[src/rtl/stepmotor_pkg.sv]
// Shared definitions for the stepper schedule controller: schedule states,
// winding phase table and LED status patterns.
package stepmotor_pkg;

    typedef enum logic [1:0] {
        FWD   = 2'b00,
        STOP1 = 2'b01,
        REV   = 2'b10,
        STOP2 = 2'b11
    } sched_state_t;

    // Half-step sequence; odd entries are the two-phase-on full-step patterns.
    localparam logic [3:0] PHASE_TABLE [8] = '{
        4'b1000, 4'b1100, 4'b0100, 4'b0110,
        4'b0010, 4'b0011, 4'b0001, 4'b1001
    };

    localparam logic [5:0] LED_FWD  = 6'b000111;
    localparam logic [5:0] LED_REV  = 6'b111000;
    localparam logic [5:0] LED_STOP = 6'b000000;

    function automatic sched_state_t next_sched(input sched_state_t s);
        sched_state_t n;
        case (s)
            FWD:     n = STOP1;
            STOP1:   n = REV;
            REV:     n = STOP2;
            default: n = FWD;
        endcase
        return n;
    endfunction

    function automatic logic [5:0] led_for(input sched_state_t s);
        logic [5:0] l;
        case (s)
            FWD:     l = LED_FWD;
            REV:     l = LED_REV;
            default: l = LED_STOP;
        endcase
        return l;
    endfunction

endpackage

[src/rtl/stepmotor_seq_tick_gen.sv]
// Free-running prescaler that emits a one-cycle enable on its terminal count;
// the count freezes while en is low so a pause resumes mid-interval.
module tick_gen #(
    parameter int DIV = 2
) (
    input  logic clk,
    input  logic rst,
    input  logic en,
    output logic tick
);

    localparam int W = (DIV > 1) ? $clog2(DIV) : 1;
    localparam logic [W-1:0] LAST = W'(DIV - 1);

    logic [W-1:0] cnt_reg;

    assign tick = en && (cnt_reg == LAST);

    always_ff @(posedge clk) begin
        if (!rst) begin
            cnt_reg <= '0;
        end else if (en) begin
            cnt_reg <= tick ? '0 : cnt_reg + W'(1);
        end
    end

endmodule

[src/rtl/stepmotor_seq.sv]
// Four-phase unipolar stepper sequencer running a forward/stop/reverse/stop
// schedule with full- or half-step drive and an RGB status field.
module stepmotor_seq
    import stepmotor_pkg::*;
#(
    parameter int SEC_DIV  = 12000000,
    parameter int STEP_DIV = 12000,
    parameter int T_FWD    = 30,
    parameter int T_STOP   = 10,
    parameter int T_REV    = 30
) (
    input  logic       clk,
    input  logic       rst,
    input  logic       en,
    input  logic       half_step,
    output logic [3:0] phase,
    output logic [5:0] led,
    output logic [1:0] state,
    output logic [5:0] sec_left
);

    localparam int TICK_DIV [2] = '{SEC_DIV, STEP_DIV};
    localparam logic [5:0] DUR_FWD  = 6'(T_FWD);
    localparam logic [5:0] DUR_STOP = 6'(T_STOP);
    localparam logic [5:0] DUR_REV  = 6'(T_REV);

    logic [1:0]   ticks;
    logic         sec_tick;
    logic         step_tick;

    sched_state_t state_reg, state_next;
    logic [5:0]   sec_left_reg, sec_left_next;
    logic [2:0]   idx_reg, idx_next;
    logic [2:0]   step_amt;
    logic [3:0]   phase_reg;
    logic [5:0]   led_reg;

    genvar gi;
    generate
        for (gi = 0; gi < 2; gi++) begin : g_tick
            tick_gen #(.DIV(TICK_DIV[gi])) u_tick (
                .clk  (clk),
                .rst  (rst),
                .en   (en),
                .tick (ticks[gi])
            );
        end
    endgenerate

    assign sec_tick  = ticks[0];
    assign step_tick = ticks[1];

    // Full-step from an odd index jumps two entries to stay on two-phase-on.
    assign step_amt = (half_step || !idx_reg[0]) ? 3'd1 : 3'd2;

    always_comb begin
        state_next    = state_reg;
        sec_left_next = sec_left_reg;
        if (sec_tick) begin
            if (sec_left_reg == 6'd1) begin
                state_next = next_sched(state_reg);
                case (state_next)
                    FWD:     sec_left_next = DUR_FWD;
                    REV:     sec_left_next = DUR_REV;
                    default: sec_left_next = DUR_STOP;
                endcase
            end else begin
                sec_left_next = sec_left_reg - 6'd1;
            end
        end
    end

    // Direction comes from the pre-transition state on a coincident sec_tick.
    always_comb begin
        idx_next = idx_reg;
        if (step_tick) begin
            case (state_reg)
                FWD:     idx_next = idx_reg + step_amt;
                REV:     idx_next = idx_reg - step_amt;
                default: idx_next = idx_reg;
            endcase
        end
    end

    always_ff @(posedge clk) begin
        if (!rst) begin
            state_reg    <= FWD;
            sec_left_reg <= DUR_FWD;
            idx_reg      <= 3'd0;
            phase_reg    <= 4'b0000;
            led_reg      <= LED_FWD;
        end else begin
            state_reg    <= state_next;
            sec_left_reg <= sec_left_next;
            idx_reg      <= idx_next;
            phase_reg    <= (en && (state_reg == FWD || state_reg == REV))
                            ? PHASE_TABLE[idx_reg] : 4'b0000;
            led_reg      <= led_for(state_reg);
        end
    end

    assign phase    = phase_reg;
    assign led      = led_reg;
    assign state    = state_reg;
    assign sec_left = sec_left_reg;

endmodule

[config.mk]
export PLATFORM = sky130hd
export DESIGN_NAME = stepmotor_seq
export DESIGN_NICKNAME = d
export VERILOG_FILES = /design/src/rtl/stepmotor_pkg.sv /design/src/rtl/stepmotor_seq_tick_gen.sv /design/src/rtl/stepmotor_seq.sv
export SDC_FILE = /design/constraint.sdc
export NUM_CORES = 1
export LEC_CHECK = 0
export BUFFER_PORTS_ARGS = -buffer_cell sky130_fd_sc_hd__buf_4
export CORE_ASPECT_RATIO = 0.6
export CORE_MARGIN = 3
export CORE_UTILIZATION = 64
export DETAILED_ROUTE_END_ITERATION = 16
export GPL_ROUTABILITY_DRIVEN = 1
export PLACE_DENSITY = 0.84
export SYNTH_ARGS = -nofsm -noshare
export SYNTH_HDL_FRONTEND = slang
export SYNTH_SLANG_ARGS = --single-unit
[constraint.sdc]
create_clock -name clk -period 3.1 [get_ports clk]
set_clock_uncertainty 0.05 [all_clocks]
set_input_delay 0.62 -clock clk [delete_from_list [all_inputs] [get_ports clk]]
set_output_delay 0.62 -clock clk [all_outputs]
set_load 0.05 [all_outputs]
* Word level (Yosys, flattened, before mapping)
Memories as Yosys holds them, arrays and structs flattened. A register that Yosys moved wholly into a read port is not among the register bits. Cells that the tools add are included.
Cells by class: reductions and logical operators 14, multiplexer cells 10, bitwise gates (word level) 1, add/subtract/negate cells 5, eq/ne operators 6
Operators with widths (count):
- 24-bit by 1-bit adder with 24-bit output (second input constant) | 1
- 24-bit equality test (second input constant) | 1
- 24-bit 2-to-1 mux | 1
- 14-bit by 1-bit adder with 14-bit output (second input constant) | 1
- 14-bit equality test (second input constant) | 1
- 14-bit 2-to-1 mux | 1
- 6-bit one-hot mux with 2 select lines | 1
- 6-bit by 1-bit equality test with 1-bit output (second input constant) | 1
- 2-bit 2-to-1 mux | 3
- 6-bit 2-to-1 mux | 1
- 2-bit one-hot mux with 3 select lines | 1
- 3-bit one-hot mux with 2 select lines | 1
- 2-bit AND reduction | 3
- 6-bit by 1-bit subtractor with 6-bit output (second input constant) | 1
- 5-bit 2-to-1 mux | 1
- 2-bit equality test (second input constant) | 2
- 2-bit zero test | 2
- 3-bit NOT with 4-bit output | 1
- 3-bit by 2-bit adder with 3-bit output | 1
- 1-bit logical AND | 3
- 3-bit by 2-bit subtractor with 3-bit output | 1
- 2-bit by 1-bit equality test with 1-bit output (second input constant) | 1
- 1-bit zero test | 2
- 1-bit logical OR | 2
- 2 further kinds | 2
Word-level totals: memories kept 1, flip-flop bits (word level) 55, output and inout port bits 18, bits in read-only memories 32
Memory list:
- (name not given) | depth 8, bits a word 4, read ports 1, clocked after Yosys merged registers in 1, wr ports 0, line stepmotor_seq.sv:97 | ? PHASE_TABLE[idx_reg] : 4'b0000;

* Logic depth before layout (Yosys ltp)
Gate-level depths: netlist of the first run.
depth in word-level cells 8, depth in mapped cells 8

* Hierarchy
A second synthesis of the first run with hierarchy kept.
Second synthesis, totals: cell total of the unflattened synthesis 303, area, all modules 2791.4 µm²
By module, submodules not included:
- tick_gen (g_tick[0].u_tick) | area an instance 1169.9 µm², cells each 130, seq. area each 480.5 µm², times used 1
- stepmotor_seq | area an instance 942.2 µm², cells each 97, seq. area each 340.3 µm², times used 1
- tick_gen (g_tick[1].u_tick) | area an instance 679.4 µm², cells each 76, seq. area each 280.3 µm², times used 1

* Worst setup path after synthesis of the first run
Ideal clock, no wire load.
path kind register to register, start register state_reg[0] (netlist: state[0]), end register idx_reg[2], path buffers 0, stages on the path, launching flop included 8, arrival time 2356 ps, library setup time 70 ps, setup slack 624 ps, cell sequence dfxtp_1 inv_1 ha_1 a21boi_0 fa_1 mux2_2 or3_1 a21oi_1
On the way: longest elaborated chain between the ends 3, elaborated cells between the ends (all ways) 5, those cells by class 1 x eq/ne; 1 x mux; 3 x reduce/logical
Ends and longest elaborated chain:
- from (decl) | line stepmotor_seq.sv:31 | sched_state_t state_reg, state_next;
- from (signal assigned) | line stepmotor_seq.sv:93 | state_reg <= state_next;
- 2-bit equality test or 2-bit zero test (tied branches) | line stepmotor_seq.sv:77 | case (state_reg)
- 2-bit nonzero test (no line)
- 2-bit AND reduction (no line)
- to (signal assigned) | line stepmotor_seq.sv:95 | idx_reg <= idx_next;
- to (decl) | line stepmotor_seq.sv:33 | logic [2:0] idx_reg, idx_next;
Several ways; a longest one is shown, not always the timed one. A chain may end at the register's enable or synchronous reset.

* Worst setup path after layout of the first run
Same ends and word-level chain as after synthesis.

==> metrics, run 1 <==
status=complete, no violations; # rows=17; final critical-path required period=2.25 ns; vias in the first global route=2,064; max_cap viols=0; largest area contributor in the netlist=dfxtp_1; Core ar.=3890 µm²; H-tree level count=2; grt total ovfl=0; setup TNS=0 ns; final hold viol count=0; Fill cells=283; WP data required=3.30 ns; WS Path Type=reg -> reg; Antenna diodes=0; Synth async-reset ratio=0%; synthesized area=2760 µm²; DPL Wire Length=4080 µm; setup violators final=0; Pre-antenna DRT Iters=4; Leak=0.00101 µW; Post-Layout Inst Area=3030 µm²; 1st-iter DRT viols=184; Total GRT Usage=23.7%; Worst VDD drop=299 µV; Final Cycle Share=72.7%; largest net degree at the start of global routing=21; Syn Area/Cell=8.53 µm²; DR WL/cell=14.7 µm; CTS tree=built; max FFs per register=38; Hold-fix buffers, CTS=0; top-count cell post-synth=dfxtp_1; Primary FF master, synth=dfxtp_1; drt total wl=5770 µm; post-cts gate resize count=0; first-pass GRT wire length=10,100 µm; sequential power share=56.7%; class of the worst hold path=reg -> reg; Crit. Startpoint=state[0]$_SDFFE_PN0P_; synthesized instance count=323; Post-synth EDFFs=0; Clock power frac=40.5%; starting density of the core=70.8%; Post-Syn Nets=338; share of layout cells above drive strength 1=11.3%; internal cell power=988 µW; initial antenna violation count=0; Die W=90.7 µm; Startpoint Class=flip-flop; Slew headroom=59.5%; crit-path cells=inv_1 -> ha_1 -> a21boi_0 -> fa_1 -> mux2_2 -> or3_1 -> a21oi_1; FF-to-FF Start=state[0]$_SDFFE_PN0P_; R2R setup slack=0.85 ns; vias per inst=6.07; Die Y=56.8 µm; largest stage delay on the critical path=0.44 ns; top cells by area, synth=dfxtp_1 (40%), a21oi_1 (4.5%), ha_1 (4.5%); Slew Viols, Final=0; Layout area overhead=9.90%; Switch Pwr=274 µW; CP max FO=6; num ports=22; Worst R2R Path Depth=7; Via Count=2,380; total power=1260 µW; RePlAce Congestion=0.817; Worst R2R End=idx_reg[2]$_SDFFE_PN0P_; Remaining DRCs=0; clock slew at reported path FFs=0.10 ns; FF+latch count, synth=55; post-route ant nets=0; Root Buffer=clkbuf_8; PortBufs=21; Worst Setup EP=idx_reg[2]$_SDFFE_PN0P_; Comb power frac=2.8%; number of nets in the layout=349; sequential fraction of the synthesis area=39.9%; pwr dens=417 nW/µm²; post-synth top area share=39.9%; total CTS buffers=5; clock sink count=55; clk_lat worst skew=0.31 ns; Longest Clk Path Bufs=2; Placed Area=2910 µm²; RSZ-0062 raised after global routing=false; Multi-input gate area=1530 µm²; post-synth cell types=52; worst slew pin tran=0.602 ns; Register Area=1100 µm²; Crit-path slowest cell=dfxtp_1; Ys Warns=0; Synth top cells by count=dfxtp_1 (55), nor2_1 (28), a21oi_1 (25); Post-CTS Setup Bufs=0; Die ar.=5160 µm²; Peak Freq=444 MHz; worst path arrival time=2.45 ns; CP endpoint kind=flip-flop; Sw Share=21.7%
[cell usage in the layout, fill, tap and decap left out, types with 3 or more instances in the layout]
cell type,n
nor2b_1,3
xnor2_1,9
or3_1,13
or4_1,4
nand3_1,16
xor2_1,8
and3_1,3
nand4_1,13
a21oi_1,25
nor4_1,4
ha_1,10
and4_1,9
dfxtp_1,55
o21ai_0,14
buf_4,22
nor2_1,28
nand2b_1,6
nor3_1,11
o31ai_1,4
nand2_1,19
clkbuf_8,6
inv_1,12
[power groups by stage]
| stage | Sequential, µW | Clock [µW] | Combinational (µW) |
|---|---|---|---|
| 6_report | 716 | 512 | 35.1 |
| 5_1_grt | 717 | 541 | 39.4 |
| 4_1_cts | 716 | 513 | 35.1 |
| 3_5_place_dp | 732 | 0 | 35.0 |
| 3_3_place_gp | 732 | 0 | 34.4 |
| 2_1_floorplan | 733 | 0 | 22.2 |
[through the flow]
stage               utilization (%)  hold WS [ns]  setup slack, ns  instances
CTS                            77.8         0.427            0.846        392
detailed placement             74.7         0.417            0.704        384
floorplan                         -         0.391            0.624        323
finish                         77.8         0.433            0.845        392
global route                   77.8         0.474            0.706        392
global placement               74.7         0.416            0.734        384
[area by class of cell]
cell class                 instances  share of cell area, %
inverter                          12                   1.49
clock buffer                       6                   2.73
sequential                        55                   36.3
clock inverter                     2                   1.28
timing repair buffer              22                   5.45
multi-input combinational        238                   50.4
tap                               57                   2.35
[worst max-delay path, delay by kind of cell (launching register included)]
kind / cells / cell delay, ns
fa+ha+maj: 2 / 0.69
flops: 1 / 0.44
compound gates: 2 / 0.30
simple gates: 1 / 0.30
mux: 1 / 0.28
buf+inv: 1 / 0.11
[how the worst min path moves through the flow]
stage,startpoint,endpoint,cells after the start
global placement,g_tick[1].u_tick.cnt_reg[11]$_SDFFE_PN0P_,g_tick[1].u_tick.cnt_reg[11]$_SDFFE_PN0P_,2
floorplan,g_tick[0].u_tick.cnt_reg[23]$_SDFFE_PN0P_,g_tick[0].u_tick.cnt_reg[23]$_SDFFE_PN0P_,2
finish,g_tick[1].u_tick.cnt_reg[11]$_SDFFE_PN0P_,g_tick[1].u_tick.cnt_reg[11]$_SDFFE_PN0P_,2
global route,g_tick[0].u_tick.cnt_reg[1]$_SDFFE_PN0P_,g_tick[0].u_tick.cnt_reg[1]$_SDFFE_PN0P_,2
detailed placement,g_tick[1].u_tick.cnt_reg[11]$_SDFFE_PN0P_,g_tick[1].u_tick.cnt_reg[11]$_SDFFE_PN0P_,2
CTS,g_tick[1].u_tick.cnt_reg[11]$_SDFFE_PN0P_,g_tick[1].u_tick.cnt_reg[11]$_SDFFE_PN0P_,2
[logic make-up after synthesis]
logic type,Yosys count,synth area share (%)
xor+xnor,17,5.40
simple gates,143,29.1
buf+inv,30,4.72
compound gates,63,14.0
mux,4,1.54
fa+ha+maj,11,5.27
flops,55,39.9
[layer usage]
metal / global-route usage (%) / vias up / part of all wire (%)
li1: - / 1201 / -
met1: 37.3 / 1087 / 52
met2: 32.8 / 84 / 40
met3: 4.55 / 8 / 7.2
met4: 5.45 / 0 / 0.73
met5: 0 / - / 0
(Power assumes the default switching activity.)
==> run 2, diff against run 1 <==
--- a/config.mk
+++ b/config.mk
@@ -5,13 +5,14 @@
 export SDC_FILE = /design/constraint.sdc
 export NUM_CORES = 1
 export LEC_CHECK = 0
+export ABC_AREA = 1
 export BUFFER_PORTS_ARGS = -buffer_cell sky130_fd_sc_hd__buf_4
 export CORE_ASPECT_RATIO = 0.6
 export CORE_MARGIN = 3
-export CORE_UTILIZATION = 64
+export CORE_UTILIZATION = 60
 export DETAILED_ROUTE_END_ITERATION = 16
 export GPL_ROUTABILITY_DRIVEN = 1
-export PLACE_DENSITY = 0.84
+export PLACE_DENSITY = 0.79
 export SYNTH_ARGS = -nofsm -noshare
 export SYNTH_HDL_FRONTEND = slang
 export SYNTH_SLANG_ARGS = --single-unit
==> constraint.sdc (replaced) <==
create_clock -name clk -period 2.1 [get_ports clk]
set_clock_uncertainty 0.05 [all_clocks]
set_input_delay 0.42 -clock clk [delete_from_list [all_inputs] [get_ports clk]]
set_output_delay 0.42 -clock clk [all_outputs]
set_load 0.05 [all_outputs]
==> run 2 against run 1 <==
  * Cell count grew 36%
  * Routed wire length grew 16%
  * Die area grew 15%
  * Sequential share of layout area shrank 2.8 points
  * Critical endpoint unchanged
==> metrics, run 2 <==
post-route ant nets=0 (unchanged); max_cap viols=0 (unchanged); Primary FF master, synth=dfxtp_1; Ys Warns=0 (unchanged); post-cts gate resize count=0 (unchanged); starting density of the core=64.0% (-6.8 points); clock sink count=55 (unchanged); Remaining DRCs=0 (unchanged); RePlAce Congestion=0.871 (+6.7%); Startpoint Class=flip-flop; total power=1700 µW (+35%); largest net degree at the start of global routing=18 (-14%); Slew Viols, Final=0 (unchanged); post-synthesis xor/xnor area fraction=2.04% (-3.4 points); setup TNS=0 ns (unchanged); WP data required=2.26 ns (-1.04 ns); clock slew at reported path FFs=0.10 ns (about the same); post-synth top area share=36.6% (-3.4 points); Pre-antenna DRT Iters=5 (+1); WS Path Type=reg -> reg; largest area contributor in the netlist=dfxtp_1; Die W=97.5 µm (+7.4%); commonest non-fill, non-tap cell in the layout=nor2_1; Total GRT Usage=23.3% (-0.43 points); final setup margin=0.171 ns (-0.674 ns); class of the worst hold path=in -> reg; status=complete, no violations; final critical-path required period=1.93 ns (-0.326 ns); vias in the first global route=2,334 (+13%); Antenna diodes=0 (unchanged); RSZ-0062 raised after global routing=false; synthesized area=3010 µm² (+9.3%); Layout area overhead=9.22%; PortBufs=21 (unchanged); top cells by area, synth=dfxtp_1 (37%), nor2_1 (13%), nand2_1 (13%); vias per inst=5.25 (-13%); final hold viol count=0 (unchanged); Final Cycle Share=91.9% (+19 points); Setup WS pre-CTS=0.220 ns (-0.484 ns); Slew headroom=64.2% (+4.6 points); Via Count=2,810 (+18%); H-tree level count=2 (unchanged); # rows=19 (+2); Peak Freq=518 MHz (+17%); grt total ovfl=0 (unchanged); Synth Area in Compound Gates=5.77% (-8.2 points); pwr dens=517 nW/µm² (+24%); Post-Syn Nets=466 (+38%); Fill cells=426 (+51%); total CTS buffers=5 (unchanged); commonest non-fill, non-tap cells in the layout=nor2_1 (103), nand2_1 (101), dfxtp_1 (54); first-pass GRT wire length=11,200 µm (+11%); CTS tree=built; num ports=22 (unchanged); initial antenna violation count=0 (unchanged); Die Y=60.9 µm (+7.1%); clk_lat worst skew=0.31 ns (about the same); share of layout cells above drive strength 1=11.4% (+0.097 points); FF+latch count, synth=55 (unchanged); Hold-fix buffers, CTS=0 (unchanged); post-synth cell types=34 (-35%); Post-synth EDFFs=0 (unchanged); Worst VDD drop=339 µV (+13%); DPL Wire Length=5070 µm (+24%); Synth async-reset ratio=0% (unchanged); 1st-iter DRT viols=253 (+38%); worst path arrival time=2.09 ns (-0.36 ns); simple-gate share of the synthesized area=41.8% (+13 points); CP max FO=5 (-1); Synth top cells by count=nor2_1 (103), nand2_1 (101), dfxtp_1 (55); number of nets in the layout=486 (+39%); Leak=0.00142 µW (+40%); worst slew pin tran=0.536 ns (-0.0669 ns); adder-cell share of the synthesized area=4.82% (-0.45 points); drt total wl=6670 µm (+16%); hold slack=0.365 ns (-0.0683 ns); sequential fraction of the synthesis area=36.6% (-3.4 points); synthesized instance count=451 (+40%); Core ar.=4710 µm² (+21%); Longest Clk Path Bufs=2 (unchanged); CP endpoint kind=flip-flop; Root Buffer=clkbuf_8; DR WL/cell=12.5 µm (-15%); Post-CTS Setup Bufs=0 (unchanged); setup violators final=0 (unchanged); max FFs per register=38 (unchanged); main combinational cell family by area after synthesis=simple AND/OR/NAND/NOR gates; Syn Area/Cell=6.68 µm² (-22%); proportion of synthesized area in mux cells=0% (-1.5 points); top-count cell post-synth=nor2_1; Die ar.=5930 µm² (+15%)
==> run 2: changes by cell type in the layout (fill, tap and decap cells not counted), sizes merged, moves of 13 or more <==
| cell | previous run | this run |
|---|---|---|
| nand2 | 19 | 106 |
| nand3 | 16 | 31 |
| inv | 13 | 57 |
| or3 | 13 | 0 |
| a21oi | 25 | 7 |
| nor2 | 28 | 109 |
==> run 2: area by class of cell <==
type	count	area (µm²)	share of cell area [%]
Clock inverter	2	12.5	0.380
Inverter	58	218	6.62
Timing Repair Buffer	22	165	5.02
Tap cell	63	78.8	2.40
Multi-Input combinational cell	329	1640	49.9
Clock buffer	6	72.6	2.21
Sequential cell	55	1100	33.5
==> run 2: kinds of logic after synthesis <==
family	after synthesis
AND/OR/NAND/NOR	281
buffers and inverters	67
XOR/XNOR	7
flip-flops	55
AO/OA/AOI/OAI	30
adder cells (fa/ha/maj)	11
==> run 2: metal layers <==
metal  part of all wire, %  vias up  track usage, %
met3                   8.6        7            4.82
met4                   1.1        0            6.71
met1                    52     1228            36.4
li1                      -     1467               -
met2                    38      108            31.8
met5                     0        -               0
==> run 2: stage by stage <==
step	cells	utilization (%)	area, µm²
6_report	535	69.9	3290
5_1_grt	535	69.9	3290
4_1_cts	535	69.9	3290
3_5_place_dp	527	68.1	3200
3_3_place_gp	527	68.1	3200
2_1_floorplan	451	-	3010
==> run 2: path summary, 6_finish.rpt <==
path                       startpoint                        to  slack (ns)  depth (start not counted)
max             state[0]$_SDFFE_PN0P_   idx_reg[2]$_SDFFE_PN0P_        0.17                          8
min                               rst  sec_left[3]$_SDFFE_PN1N_        0.36                          2
max reg2reg     state[0]$_SDFFE_PN0P_   idx_reg[2]$_SDFFE_PN0P_        0.17                          8
min reg2reg  sec_left[0]$_SDFFE_PN0N_  sec_left[0]$_SDFFE_PN0N_        0.46                          2
==> run 2: report_power, final <==
part / switching, µW / total, µW / leakage (µW) / internal, µW
logic: 47.0 / 66.6 / 0.000933 / 19.7
clock network: 346 / 580 / 0.0000412 / 234
registers: 5.54 / 1060 / 0.000445 / 1050
==> run 2: critical path: stages (launching register included) <==
cell and delay, ns:
dfxtp_2 0.39, inv_1 0.10, ha_1 0.26, o21a_1 0.14, fa_1 0.40, xor2_1 0.24
nand4_1 0.14, nand2_1 0.08, nor2_1 0.04
==> run 3, diff against run 2 <==
--- a/config.mk
+++ b/config.mk
@@ -9,10 +9,10 @@
 export BUFFER_PORTS_ARGS = -buffer_cell sky130_fd_sc_hd__buf_4
 export CORE_ASPECT_RATIO = 0.6
 export CORE_MARGIN = 3
-export CORE_UTILIZATION = 60
+export CORE_UTILIZATION = 64
 export DETAILED_ROUTE_END_ITERATION = 16
 export GPL_ROUTABILITY_DRIVEN = 1
-export PLACE_DENSITY = 0.79
+export PLACE_DENSITY = 0.84
 export SYNTH_ARGS = -nofsm -noshare
 export SYNTH_HDL_FRONTEND = slang
 export SYNTH_SLANG_ARGS = --single-unit
==> constraint.sdc (replaced) <==
create_clock -name clk -period 2.5 [get_ports clk]
set_clock_uncertainty 0.05 [all_clocks]
set_input_delay 0.5 -clock clk [delete_from_list [all_inputs] [get_ports clk]]
set_output_delay 0.5 -clock clk [all_outputs]
set_load 0.05 [all_outputs]
==> run 3 against run 2 <==
  * Power fell by 15%
  * Hold slack improved by 0.073 ns
  * Sequential power fell by 16%
==> metrics, run 3 (synthesis results as in run 2) <==
status=complete, no violations; largest stage delay on the critical path=0.42 ns (+0.02 ns); Comb power frac=3.9% (about the same); FF-to-FF Start=state[0]$_SDFFE_PN0P_; first-pass GRT wire length=11,500 µm (+2.6%); commonest non-fill, non-tap cell in the layout=nor2_1; Sw Share=24.2% (+0.84 points); 1st-iter DRT viols=188 (-26%); Total GRT Usage=26.2% (+2.9 points); clk_lat worst skew=0.32 ns (about the same); Worst R2R End=idx_reg[2]$_SDFFE_PN0P_; Fill cells=352 (-17%); Worst R2R Path Depth=9 (+1); Startpoint Class=flip-flop; worst path arrival time=2.12 ns (+0.03 ns); starting density of the core=69.6% (+5.7 points); vias in the first global route=2,527 (+8.3%); crit-path cells=inv_1 -> ha_1 -> o21a_1 -> fa_1 -> xor2_1 -> nand3_1 -> nand2_1 -> inv_1 -> nor2_1; final critical-path required period=1.91 ns (-0.0220 ns); sequential power share=61.4% (-0.6 points); Clock power frac=34.7% (+0.6 points); post-cts gate resize count=0 (unchanged); H-tree level count=2 (unchanged); CTS tree=built; family with the most delay on the worst path=adder cells; setup violators final=0 (unchanged); clock sink count=55 (unchanged); Final Cycle Share=76.3% (-16 points); Remaining DRCs=0 (unchanged); Antenna diodes=0 (unchanged); Finished Core Util=76.0% (+6.2 points); max_cap viols=0 (unchanged); CP max FO=5 (unchanged); Worst VDD drop=268 µV (-21%); num ports=22 (unchanged); CP endpoint kind=flip-flop; Multi-input gate area=1640 µm² (unchanged); Hold Crit Endpoint=idx_reg[0]$_SDFFE_PN0P_; Die W=94.6 µm (-3.0%); Slew Viols, Final=0 (unchanged); clock slew at reported path FFs=0.10 ns (about the same); Die Y=59.1 µm (-2.9%); drt total wl=6870 µm (+2.9%); Core ar.=4320 µm² (-8.1%); share of layout cells above drive strength 1=11.4% (unchanged); R2R setup slack=0.59 ns (+0.42 ns); # rows=18 (-1); post-route ant nets=0 (unchanged); setup TNS=0 ns (unchanged); internal cell power=1090 µW (-16%); number of nets in the layout=486 (unchanged); grt total ovfl=0 (unchanged); commonest non-fill, non-tap cells in the layout=nor2_1 (103), nand2_1 (101), dfxtp_1 (55); Post-CTS Setup Bufs=0 (unchanged); Crit. Startpoint=state[0]$_SDFFE_PN0P_; CP dominant cell by count=inv_1; Root Buffer=clkbuf_8; Layout area overhead=9.18% (about the same); pwr dens=439 nW/µm² (-15%); CP bufs+invs=2 (+1); Register Area=1100 µm² (-0.11%); vias per inst=5.32 (+1.4%); Via Count=2,832 (+0.78%); hold_sp=half_step; hold-critical path depth=4 (+2); max FFs per register=38 (unchanged); Slew headroom=65.5% (+1.3 points); Leak=0.00142 µW (-0.11%); WS Path Type=reg -> reg; Pre-antenna DRT Iters=5 (unchanged); Crit-path slowest cell=dfxtp_1; Hold-fix buffers, CTS=0 (unchanged); PortBufs=21 (unchanged); class of the worst hold path=in -> reg; final hold viol count=0 (unchanged); total CTS buffers=5 (unchanged); DR WL/cell=12.9 µm (+3.5%); RePlAce Congestion=0.964 (+11%); RSZ-0062 raised after global routing=false; Switch Pwr=350 µW (-12%); initial antenna violation count=0 (unchanged); worst slew pin tran=0.516 ns (-0.0194 ns); WP data required=2.71 ns (+0.45 ns); DPL Wire Length=5140 µm (+1.4%); largest net degree at the start of global routing=18 (unchanged); Die ar.=5590 µm² (-5.8%); Peak Freq=524 MHz (+1.2%); Longest Clk Path Bufs=2 (unchanged)
## run 3: cell count changes in the layout (fill, tap and decap cells not counted), sizes merged
| cell | change |
|---|---|
| clkbuf | -1 |
| clkinvlp | +1 |
## run 3: per-stage QoR
stage | area, µm² | std cells | hold WS (ns) | setup WS (ns) | total power, µW
2_1_floorplan | 3010 | 451 | 0.418 | 0.320 | 944
3_3_place_gp | 3200 | 524 | 0.441 | 0.667 | 960
3_5_place_dp | 3200 | 524 | 0.458 | 0.596 | 962
4_1_cts | 3290 | 532 | 0.433 | 0.577 | 1440
5_1_grt | 3290 | 532 | 0.434 | 0.344 | 1480
6_report | 3290 | 532 | 0.437 | 0.593 | 1440
## run 3: power groups by stage
stage | logic [µW] | clock network (µW) | registers [µW]
after floorplan | 35.2 | 0 | 909
after global placement | 53.0 | 0 | 907
after detailed placement | 55.0 | 0 | 907
after CTS | 55.3 | 502 | 887
after global routing | 62.6 | 533 | 888
final | 55.7 | 502 | 887
## run 3: worst max-delay path by stage
stage                                   end  slack (ns)  depth (start not counted)
finish              idx_reg[2]$_SDFFE_PN0P_        0.59                          9
global route        idx_reg[2]$_SDFFE_PN0P_        0.34                          9
CTS                 idx_reg[2]$_SDFFE_PN0P_        0.58                          9
detailed placement  idx_reg[2]$_SDFFE_PN0P_        0.60                          9
global placement    idx_reg[2]$_SDFFE_PN0P_        0.67                          9
floorplan           idx_reg[2]$_SDFFE_PN0P_        0.32                          9
## run 3: layer usage
layer / vias to the layer above / global-route usage (%) / wire length (µm)
met5: - / 0 / 0
met3: 5 / 4.95 / 481
li1: 1459 / - / -
met2: 102 / 37.9 / 2730
met1: 1266 / 39.3 / 3610
met4: 0 / 8.62 / 49
## run 3: final cells by class
class | count | area share, %
Multi-Input combinational cell | 329 | 49.9
Sequential cell | 55 | 33.5
Inverter | 58 | 6.62
Timing Repair Buffer | 22 | 5.02
Tap cell | 60 | 2.28
Clock buffer | 5 | 2.09
Clock inverter | 3 | 0.609
## run 3: tightest hold or removal path, stage by stage
cell     delay (ns)
buf_4          0.09
nand2_1        0.04
nor2_1         0.09
nor2_1         0.05
